**src/rtl/reg2axi_pkg.sv**
```systemverilog
// Shared types and constants for the reg2axi AXI4-Lite command master.
package reg2axi_pkg;

    localparam int DATA_WIDTH = 32;
    localparam int STRB_WIDTH = DATA_WIDTH / 8;

    localparam logic [1:0] RESP_OKAY   = 2'b00;
    localparam logic [1:0] RESP_EXOKAY = 2'b01;
    localparam logic [1:0] RESP_SLVERR = 2'b10;
    localparam logic [1:0] RESP_DECERR = 2'b11;

    typedef enum logic [1:0] {
        IDLE  = 2'd0,
        WRITE = 2'd1,
        READ  = 2'd2,
        RESP  = 2'd3
    } state_t;

endpackage

```
**src/rtl/reg2axi.sv**
```systemverilog
// Single-outstanding command/response to AXI4-Lite master; every output is a flop.
// Optional sticky watchdog flag when REG2AXI_TIMEOUT_EN is defined.
module reg2axi
    import reg2axi_pkg::*;
#(
    parameter int AXI_ADDR_WIDTH = 4,
    parameter int TIMEOUT_CYCLES = 256
) (
    input  logic                      m_axi_aclk,
    input  logic                      m_axi_aresetn,
    input  logic                      cmd_valid,
    output logic                      cmd_ready,
    input  logic                      cmd_write,
    input  logic [AXI_ADDR_WIDTH-3:0] cmd_addr,
    input  logic [DATA_WIDTH-1:0]     cmd_wdata,
    input  logic [STRB_WIDTH-1:0]     cmd_wstrb,
    output logic                      rsp_valid,
    input  logic                      rsp_ready,
    output logic [DATA_WIDTH-1:0]     rsp_rdata,
    output logic [1:0]                rsp_resp,
    output logic [AXI_ADDR_WIDTH-1:0] m_axi_awaddr,
    output logic [2:0]                m_axi_awprot,
    output logic                      m_axi_awvalid,
    input  logic                      m_axi_awready,
    output logic [DATA_WIDTH-1:0]     m_axi_wdata,
    output logic [STRB_WIDTH-1:0]     m_axi_wstrb,
    output logic                      m_axi_wvalid,
    input  logic                      m_axi_wready,
    input  logic [1:0]                m_axi_bresp,
    input  logic                      m_axi_bvalid,
    output logic                      m_axi_bready,
    output logic [AXI_ADDR_WIDTH-1:0] m_axi_araddr,
    output logic [2:0]                m_axi_arprot,
    output logic                      m_axi_arvalid,
    input  logic                      m_axi_arready,
    input  logic [DATA_WIDTH-1:0]     m_axi_rdata,
    input  logic [1:0]                m_axi_rresp,
    input  logic                      m_axi_rvalid,
`ifdef REG2AXI_TIMEOUT_EN
    output logic                      timeout,
`endif
    output logic                      m_axi_rready
);

    if (TIMEOUT_CYCLES < 1) begin : g_bad_timeout
        $error("TIMEOUT_CYCLES must be at least 1");
    end

    typedef struct packed {
        logic                      cmd_ready;
        logic [AXI_ADDR_WIDTH-1:0] awaddr;
        logic                      awvalid;
        logic [DATA_WIDTH-1:0]     wdata;
        logic [STRB_WIDTH-1:0]     wstrb;
        logic                      wvalid;
        logic                      bready;
        logic [AXI_ADDR_WIDTH-1:0] araddr;
        logic                      arvalid;
        logic                      rready;
        logic                      rsp_valid;
        logic [DATA_WIDTH-1:0]     rsp_rdata;
        logic [1:0]                rsp_resp;
    } regs_t;

    state_t state, state_d;
    regs_t  r, r_d;

    // NOTE: sequential state uses non-blocking assignments; reset clears every output flop.
    always_ff @(posedge m_axi_aclk or negedge m_axi_aresetn) begin
        if (!m_axi_aresetn) begin
            state <= IDLE;
            r     <= '0;
        end else begin
            state <= state_d;
            r     <= r_d;
        end
    end

    always_comb begin
        // NOTE: hold-current defaults first, so no path can infer a latch.
        state_d = state;
        r_d     = r;
        case (state)
            IDLE: begin
                r_d.cmd_ready = 1'b1;
                if (cmd_valid && r.cmd_ready) begin
                    r_d.cmd_ready = 1'b0;
                    if (cmd_write) begin
                        r_d.awaddr  = {cmd_addr, 2'b00};
                        r_d.wdata   = cmd_wdata;
                        r_d.wstrb   = cmd_wstrb;
                        r_d.awvalid = 1'b1;
                        r_d.wvalid  = 1'b1;
                        r_d.bready  = 1'b1;
                        state_d     = WRITE;
                    end else begin
                        r_d.araddr  = {cmd_addr, 2'b00};
                        r_d.arvalid = 1'b1;
                        r_d.rready  = 1'b1;
                        state_d     = READ;
                    end
                end
            end
            WRITE: begin
                if (r.awvalid && m_axi_awready) r_d.awvalid = 1'b0;
                if (r.wvalid && m_axi_wready)   r_d.wvalid  = 1'b0;
                // The response only counts once both address and data have gone out.
                if (m_axi_bvalid && r.bready && !r.awvalid && !r.wvalid) begin
                    r_d.rsp_resp  = m_axi_bresp;
                    r_d.rsp_rdata = '0;
                    r_d.bready    = 1'b0;
                    r_d.rsp_valid = 1'b1;
                    state_d       = RESP;
                end
            end
            READ: begin
                if (r.arvalid && m_axi_arready) r_d.arvalid = 1'b0;
                if (m_axi_rvalid && r.rready) begin
                    r_d.rsp_rdata = m_axi_rdata;
                    r_d.rsp_resp  = m_axi_rresp;
                    r_d.rready    = 1'b0;
                    r_d.rsp_valid = 1'b1;
                    state_d       = RESP;
                end
            end
            RESP: begin
                if (rsp_ready) begin
                    r_d.rsp_valid = 1'b0;
                    r_d.cmd_ready = 1'b1;
                    state_d       = IDLE;
                end
            end
            default: state_d = IDLE;
        endcase
    end

    assign cmd_ready     = r.cmd_ready;
    assign rsp_valid     = r.rsp_valid;
    assign rsp_rdata     = r.rsp_rdata;
    assign rsp_resp      = r.rsp_resp;
    assign m_axi_awaddr  = r.awaddr;
    assign m_axi_awprot  = 3'b000;
    assign m_axi_awvalid = r.awvalid;
    assign m_axi_wdata   = r.wdata;
    assign m_axi_wstrb   = r.wstrb;
    assign m_axi_wvalid  = r.wvalid;
    assign m_axi_bready  = r.bready;
    assign m_axi_araddr  = r.araddr;
    assign m_axi_arprot  = 3'b000;
    assign m_axi_arvalid = r.arvalid;
    assign m_axi_rready  = r.rready;

`ifdef REG2AXI_TIMEOUT_EN
    localparam int CNT_W = $clog2(TIMEOUT_CYCLES + 1);
    localparam logic [CNT_W-1:0] CNT_MAX  = CNT_W'(TIMEOUT_CYCLES);
    localparam logic [CNT_W-1:0] CNT_LAST = CNT_W'(TIMEOUT_CYCLES - 1);

    logic [CNT_W-1:0] wd_cnt;
    logic             busy;

    assign busy = (state == WRITE) || (state == READ);

    // Observation only: the counter saturates and never disturbs the AXI handshakes.
    always_ff @(posedge m_axi_aclk or negedge m_axi_aresetn) begin
        if (!m_axi_aresetn) begin
            wd_cnt  <= '0;
            timeout <= 1'b0;
        end else begin
            if (state == IDLE) begin
                wd_cnt <= '0;
            end else if (busy && wd_cnt != CNT_MAX) begin
                wd_cnt <= wd_cnt + 1'b1;
            end
            if (busy && wd_cnt == CNT_LAST) timeout <= 1'b1;
        end
    end
`endif

endmodule
```
**config.mk**
```make
export PLATFORM = sky130hd
export DESIGN_NAME = reg2axi
export DESIGN_NICKNAME = d
export VERILOG_FILES = /design/src/rtl/reg2axi_pkg.sv /design/src/rtl/reg2axi.sv
export SDC_FILE = /design/constraint.sdc
export NUM_CORES = 1
export LEC_CHECK = 0
export BUFFER_PORTS_ARGS = -buffer_cell sky130_fd_sc_hd__buf_2
export CAP_MARGIN = 40
export CORE_ASPECT_RATIO = 0.6
export CORE_UTILIZATION = 50
export CTS_CLUSTER_SIZE = 8
export DETAILED_ROUTE_END_ITERATION = 6
export MAX_ROUTING_LAYER = met4
export PLACE_DENSITY = 0.85
export SKIP_LAST_GASP = 1
export SYNTH_ARGS = -nofsm -noshare
export SYNTH_HDL_FRONTEND = slang
export SYNTH_SLANG_ARGS = --single-unit
```
**constraint.sdc**
```tcl
create_clock -name m_axi_aclk -period 3.3 [get_ports m_axi_aclk]
set_input_delay 0.495 -clock m_axi_aclk [delete_from_list [all_inputs] [get_ports m_axi_aclk]]
set_output_delay 0.495 -clock m_axi_aclk [all_outputs]
set_load 0.01 [all_outputs]
```
==> out/results.tsv, run 1 <==
stage	metric	value	unit
outcome	status	completed	
grt	antenna_found_initial	0	
die	row_count	23	
min_path	min_path_type	primary input to asynchronous set/reset pin	
power	p_leak	2.841	nW
sta	layout_setup_ws	1071	ps
cts	htreeDepth	3	
cells_and_area	area_growth_syn_to_layout	32.43	%
cts	cts.path.max_buffers	2	
die	die_w	112.8	um
sta	relSlewSlack	51.67	%
job	maxCapViolations	0	
cells_and_area	drive_gt1_share	35.47	%
sta	slew_violations	0	
sta	rsz0062_at_grt	no	
cts	cts-root-buf	clkbuf_16	
cells_and_area	finish.utilization	70.65	%
cells_and_area	most-common-layout-cells	buf_2 (163), nand2_1 (149), dfrtp_1 (83)	
setup_path	cp_data_required_time	3570	ps
sta	finalHoldViolCount	0	
power	power_frac_clock	49.6	%
cts	postCtsSetupBuffers	0	
sta	setup_tns	0	ps
synthesis	synth.distinct_cells	33	
place	dp_slack	1090	ps
place	place_congestion	0.8053	
detailed_routing	ant_nets	0	
grt	grt_pass1_vias	2727	
detailed_routing	drtIter0Drc	109	
synthesis	synth_edf_count	0	
synthesis	synth-main-ff-cell	dfrtp_1	
synthesis	synth_warnings	0	
detailed_routing	vias_per_cell	4.659	
power	p_seq_share	46.1	%
synthesis	synth_compound_area_share	4.414	%
place	portBuffers	164	
detailed_routing	firstDrtPassIters	7	
die	dieHeight	68.50	um
grt	grt_max_degree	55	
cells_and_area	num-fill-cells	527	
synthesis	synth_top_area_share	56.37	%
power	peakVddDrop	264.9	uV
cts	clk_latency	320	ps
power	swShare	19.90	%
detailed_routing	vias	2954	
setup_path	worstPathArrival	2500	ps
sta	period_share	67.54	%
place	dpl-instance-area	4543	um^2
synthesis	synth-xor-area-share	0	%
synthesis	synth_seq_cells	83	
synthesis	synthMuxAreaShare	10.53	%
cells_and_area	num_antenna_cells	0	
power	power_density	453.3	nW/um^2
detailed_routing	wl_per_cell	13.12	um
die	dieArea	7728	um^2
cells_and_area	fin_area	4880	um^2
grt	grtUsageTotal	22.61	%
setup_path	crit_path_end_kind	flop	
detailed_routing	drc	0	
synthesis	synth_top_cells_by_area	dfrtp_1 (56%), nand2_1 (15%), mux2i_1 (8.7%)	
setup_path	worstPathMaxFanout	21	
power	power_switching	0.4402	mW
synthesis	synth.yosys.seq_area_share	56.37	%
synthesis	synth_top_family_by_area	simple AND/OR/NAND/NOR gates	
synthesis	syn-cell-area	3685	um^2
setup_path	crit_type	flop to flop	
cells_and_area	fin_nets	631	
cts	cts.sinks	83	
grt	grt_pass1_wl	12960	um
sta	fmax	448.7	MHz
sta	holdWs	101.5	ps
die	start_util	53.35	%
setup_path	critPathLaunchType	flop	
sta	setup_viol	0	
power	comb_power_share	4.4	%
cells_and_area	mostFrequentLayoutCell	buf_2	
cts	cts-buffers-inserted	9	
sta	layout_min_cycle_time	2229	ps
die	core	6907	um^2
power	p_int	1.772	mW
synthesis	yosys.area.top_type	dfrtp_1	
cts	path_clk_slew	60	ps
place	dpl.hpwl	6135	um
cts	hold_buffers	0	
grt	grt_overflow	0	
synthesis	synthSimpleGateAreaFrac	18.34	%
synthesis	synth.avg_cell_area	9.671	um^2
sta	clock_skew	7.903	ps
synthesis	syn-instance-count	381	
cts	cts_tree	built	
die	io_pins	175	
setup_path	r2r_cells	6	
detailed_routing	wirelength	8321	um
sta	worst_pin_slew	724.9	ps
cts	ctsResizeCount	0	
synthesis	synth_fa_ha_area_share	1.698	%
synthesis	synthArstFlopShare	100.0	%
## cell families (layout without fill, tap and decap cells)
kind of cell             Yosys count  count (layout)
multiplexers                      38              38
adder cells (fa/ha/maj)            5               5
flip-flops                        83              83
AND/OR/NAND/NOR                  167             167
buffers and inverters             67             224
AO/OA/AOI/OAI                     20              20
other                              1              10
## layout make-up
class / count / area, um^2 / area share (%)
clock inverter: 5 / 83.83 / 1.718
inverter: 38 / 142.6 / 2.923
tap: 87 / 108.9 / 2.231
multi-input combinational: 240 / 1326 / 27.18
timing repair buffer: 170 / 888.4 / 18.21
clock buffer: 11 / 252.7 / 5.179
sequential: 83 / 2077 / 42.56
## power groups by stage
| stage | sequential (mW) | clock (mW) | combinational (mW) |
|---|---|---|---|
| after floorplan | 1.04 | 0 | 0.0262 |
| after global placement | 1.04 | 0 | 0.0910 |
| after detailed placement | 1.04 | 0 | 0.0970 |
| after CTS | 1.02 | 1.12 | 0.0975 |
| after global routing | 1.02 | 1.17 | 0.108 |
| final | 1.02 | 1.10 | 0.0965 |
## registers in the layout (all words and copies together), names as in the netlist, 2 cells and up
register      count
state             2
m_axi_araddr      2
m_axi_wdata      32
m_axi_awaddr      2
rsp_rdata        32
m_axi_wstrb       4
rsp_resp          2
## through the flow
step / instances / power [mW]
5_1_grt: 634 / 2.293
3_5_place_dp: 618 / 1.135
3_3_place_gp: 617 / 1.129
4_1_cts: 634 / 2.241
6_report: 634 / 2.212
2_1_floorplan: 390 / 1.065
## cells in the mapped netlist (2+ instances only)
cell type  number
mux2_2          6
inv_1          38
a2111oi_0       2
buf_6           3
mux2i_1        32
a311oi_1        4
buf_2           2
buf_4          10
ha_1            5
clkbuf_1       13
nor2_1          8
nand3_1         2
o21ai_0         4
nand2_1       149
nor2b_1         3
dfrtp_1        83
## layer usage
metal | track usage [%] | vias to the layer above | routed length (um)
li1 | - | 1490 | -
met1 | 29.28 | 1342 | 4006
met2 | 35.03 | 116 | 3779
met3 | 6.818 | 6 | 482
met4 | 6.500 | 0 | 52
met5 | - | - | 0
## final timing paths
kind                            slack [ps]                           to                        start
worst max register to register        1070   m_axi_wdata[5]$_DFFE_PN0P_         state[1]$_DFFE_PN0P_
worst max-delay path                  1070   m_axi_wdata[5]$_DFFE_PN0P_         state[1]$_DFFE_PN0P_
max in group asynchronous             2600   m_axi_wdata[4]$_DFFE_PN0P_                m_axi_aresetn
worst min register to register         470  m_axi_wdata[16]$_DFFE_PN0P_  m_axi_wdata[16]$_DFFE_PN0P_
min in group m_axi_aclk                350   m_axi_wstrb[0]$_DFFE_PN0P_                 cmd_wstrb[0]
worst min-delay path                   100     rsp_rdata[3]$_DFFE_PN0P_                m_axi_aresetn
## worst max-delay path, cell delays in order, from the launching register on
cell	delay, ps
dfrtp_1	410
inv_1	140
ha_1	360
and4_1	730
buf_4	360
nand2_1	100
nand2_1	60
No activity file was read; power rests on OpenSTA's default activity.
==> run 2, diff against run 1 <==
--- a/config.mk
+++ b/config.mk
@@ -5,14 +5,15 @@
 export SDC_FILE = /design/constraint.sdc
 export NUM_CORES = 1
 export LEC_CHECK = 0
+export ABC_AREA = 1
 export BUFFER_PORTS_ARGS = -buffer_cell sky130_fd_sc_hd__buf_2
 export CAP_MARGIN = 40
 export CORE_ASPECT_RATIO = 0.6
-export CORE_UTILIZATION = 50
+export CORE_UTILIZATION = 46
 export CTS_CLUSTER_SIZE = 8
 export DETAILED_ROUTE_END_ITERATION = 6
 export MAX_ROUTING_LAYER = met4
-export PLACE_DENSITY = 0.85
+export PLACE_DENSITY = 0.8
 export SKIP_LAST_GASP = 1
 export SYNTH_ARGS = -nofsm -noshare
 export SYNTH_HDL_FRONTEND = slang
==> constraint.sdc (replaced) <==
create_clock -name m_axi_aclk -period 2.1 [get_ports m_axi_aclk]
set_input_delay 0.315 -clock m_axi_aclk [delete_from_list [all_inputs] [get_ports m_axi_aclk]]
set_output_delay 0.315 -clock m_axi_aclk [all_outputs]
set_load 0.01 [all_outputs]
==> run 2 against run 1 <==
Effect of this change: area after synthesis is 3.2% lower; global-route usage shrank 0.60 points; wire length is 2.0% lower; critical endpoint is now state[0]$_DFFE_PN0P_; synthesized cell count increased by 7.6%; design area shrank 2.9%; utilization fell by 6.5 points; register-to-register slack got worse by 760 ps; die area up 5.1%.
==> out/results.tsv, run 2 <==
stage	metric	value	unit	change
outcome	status	completed		
synthesis	synth.yosys.seq_area_share	58.23	%	+1.9 points
die	start_util	48.29	%	-5.1 points
cells_and_area	finish.utilization	64.11	%	-6.5 points
synthesis	synth_warnings	0		unchanged
setup_path	reg2reg_slack	310	ps	-760 ps
die	dieArea	8122	um^2	+5.1%
cts	path_clk_slew	60	ps	about the same
power	peakVddDrop	766.4	uV	+190%
cts	cts-root-buf	clkbuf_16		
synthesis	synthArstFlopShare	100.0	%	unchanged
place	dpl.hpwl	6019	um	-1.9%
setup_path	crit_path_end_kind	flop		
sta	fmax	557.6	MHz	+24%
place	post-place-cells	664		+7.4%
cts	cts-buffers-inserted	9		unchanged
cells_and_area	fin_nets	661		+4.8%
cts	htreeDepth	3		unchanged
sta	setup_tns	0	ps	unchanged
place	portBuffers	164		unchanged
grt	grtUsageTotal	22.01	%	-0.60 points
place	dpl-instance-area	4422	um^2	-2.7%
min_path	hp-start	cmd_wstrb[0]		
synthesis	yosys.area.top_type	dfrtp_1		
grt	grt_pass1_vias	2940		+7.8%
detailed_routing	firstDrtPassIters	4		-3
sta	layout_min_cycle_time	1793	ps	-435.5 ps
cells_and_area	fin_area	4736	um^2	-2.9%
synthesis	synth_seq_cells	83		unchanged
cells_and_area	most-common-layout-cells	nand2_1 (221), buf_2 (163), dfrtp_1 (83)		
cells_and_area	mostFrequentLayoutCell	nand2_1		
detailed_routing	vias_per_cell	4.578		-1.7%
cells_and_area	stdcell_count	678		+6.9%
synthesis	synth_top_cells_by_area	dfrtp_1 (58%), nand2_1 (23%), buf_4 (2.9%)		
detailed_routing	top_layer_used	met4		
cts	cts.sinks	83		unchanged
grt	antenna_found_initial	0		unchanged
min_path	hold_end	m_axi_wstrb[0]$_DFFE_PN0P_		
job	maxCapViolations	0		unchanged
setup_path	r2r_cells	9		+3
detailed_routing	wl_met3	489	um	+1.5%
synthesis	synth_most_common_cell	nand2_1		
sta	rsz0062_at_grt	no		
min_path	holdPathStages	3		
grt	grt_max_degree	55		unchanged
die	io_pins	175		unchanged
cells_and_area	num_antenna_cells	0		unchanged
grt	grt_pass1_wl	13520	um	+4.3%
detailed_routing	wirelength	8154	um	-2.0%
setup_path	critPathLaunchType	flop		
synthesis	syn-cell-area	3567	um^2	-3.2%
place	dp_slack	341.6	ps	-748.2 ps
detailed_routing	vias	3104		+5.1%
synthesis	synth.avg_cell_area	8.700	um^2	-10%
sta	clock_skew	5.697	ps	-2.207 ps
synthesis	synth-main-ff-cell	dfrtp_1		
detailed_routing	drtIter0Drc	173		+59%
min_path	min_path_type	primary input to flop		
setup_path	cp_data_required_time	2360	ps	-1210 ps
synthesis	synth_edf_count	0		unchanged
setup_path	worstPathArrival	2050	ps	-450 ps
cells_and_area	area_growth_syn_to_layout	32.76	%	
sta	slew_violations	0		unchanged
cts	postCtsSetupBuffers	0		unchanged
sta	period_share	85.39	%	+18 points
die	row_count	24		+4.3%
sta	setup_viol	0		unchanged
setup_path	r2r-start	state[0]$_DFFE_PN0P_		
place	place_congestion	0.8089		+0.45%
synthesis	syn-instance-count	410		+7.6%
die	core	7387	um^2	+7.0%
synthesis	synth.distinct_cells	22		-33%
setup_path	crit_type	flop to flop		
detailed_routing	wl_per_cell	12.03	um	-8.4%
sta	finalHoldViolCount	0		unchanged
die	die_w	115.7	um	+2.5%
cells_and_area	drive_gt1_share	33.28	%	-2.2 points
detailed_routing	met1_length	3866	um	-3.5%
synthesis	synth_top_area_share	58.23	%	+1.9 points
setup_path	worstPathMaxFanout	35		+67%
synthesis	synthTopCellsByCount	nand2_1 (221), dfrtp_1 (83), o21ai_0 (20)		
power	power_density	1532	nW/um^2	+240%
cts	clk_latency	330	ps	about the same
detailed_routing	drc	0		unchanged
sta	layout_setup_ws	306.8	ps	-764.5 ps
cts	cts_tree	built		
setup_path	r2r_end	state[0]$_DFFE_PN0P_		
die	dieHeight	70.21	um	+2.5%
detailed_routing	met2_length	3717	um	-1.6%
power	p_leak	2.709	nW	-4.6%
detailed_routing	ant_nets	0		unchanged
grt	grt_overflow	0		unchanged
cts	cts.path.max_buffers	2		unchanged
==> run 2: cell count changes after synthesis, sizes merged, moves of 6 or more <==
cell,change
buf,+10
clkbuf,-9
inv,-25
mux2,-6
mux2i,-30
nand2,+74
o21ai,+36
==> run 2: per-layer routing <==
layer / vias to the layer above / global-route usage, %
li1: 1569 / -
met1: 1424 / 28.06
met4: 0 / 5.128
met3: 9 / 6.424
met5: - / -
met2: 102 / 34.86
==> run 2: worst max path at each step <==
stage / from / to / slack, ps / depth (start not counted)
after floorplan: state[0]$_DFFE_PN0P_ / rsp_rdata[2]$_DFFE_PN0P_ / 630 / 9
after global placement: state[0]$_DFFE_PN0P_ / state[0]$_DFFE_PN0P_ / 420 / 9
after detailed placement: state[0]$_DFFE_PN0P_ / state[0]$_DFFE_PN0P_ / 340 / 9
after CTS: state[0]$_DFFE_PN0P_ / state[0]$_DFFE_PN0P_ / 310 / 9
after global routing: state[0]$_DFFE_PN0P_ / state[0]$_DFFE_PN0P_ / 110 / 9
final: state[0]$_DFFE_PN0P_ / state[0]$_DFFE_PN0P_ / 310 / 9
==> run 2: area by class of cell <==
class	count	area (um^2)
clock inverters	3	65.06
well taps	104	130.1
flip-flops and latches	83	2077
multi-input cells	293	1265
repair buffers	172	910.9
fillers	649	2651
clock buffers	10	239.0
inverters	13	48.80
==> run 2: per-stage QoR <==
stage	hold slack (ps)	total power, mW
5_1_grt	172.0	7.842
2_1_floorplan	19.41	4.630
3_5_place_dp	270.5	5.670
6_report	183.2	7.254
3_3_place_gp	266.1	5.550
4_1_cts	169.6	7.341
==> run 2: power breakdown <==
part / leakage, nW / switching (mW) / internal (mW)
Sequential: 1.07 / 0.383 / 2.29
Clock: 0.150 / 0.563 / 1.05
Combinational: 1.49 / 1.83 / 1.14
Total: 2.71 / 2.77 / 4.48
==> run 2: kinds of logic (layout without fill, tap and decap cells) <==
logic type / Yosys count / after routing / synth area share, %
simple gates: 233 / 233 / 25.46
mux: 2 / 2 / 0.5612
buf+inv: 43 / 198 / 7.260
compound gates: 43 / 43 / 6.630
other cells: 1 / 10 / 0.1051
fa+ha+maj: 5 / 5 / 1.754
flops: 83 / 83 / 58.23
==> run 2: critical path, cell delays in order, from the launching register on <==
cell     delay (ps)
dfrtp_1         410
inv_1           120
ha_1            270
buf_4           370
nand2_1         150
nand2_1         100
inv_1            80
nand3_1         100
nand2_1          70
nand2_1          60
==> run 2: repair_timing <==
item,in CTS,in global routing
resized for setup,0,0
hold buffers,1,0
endpoints found under the hold margin,29,0
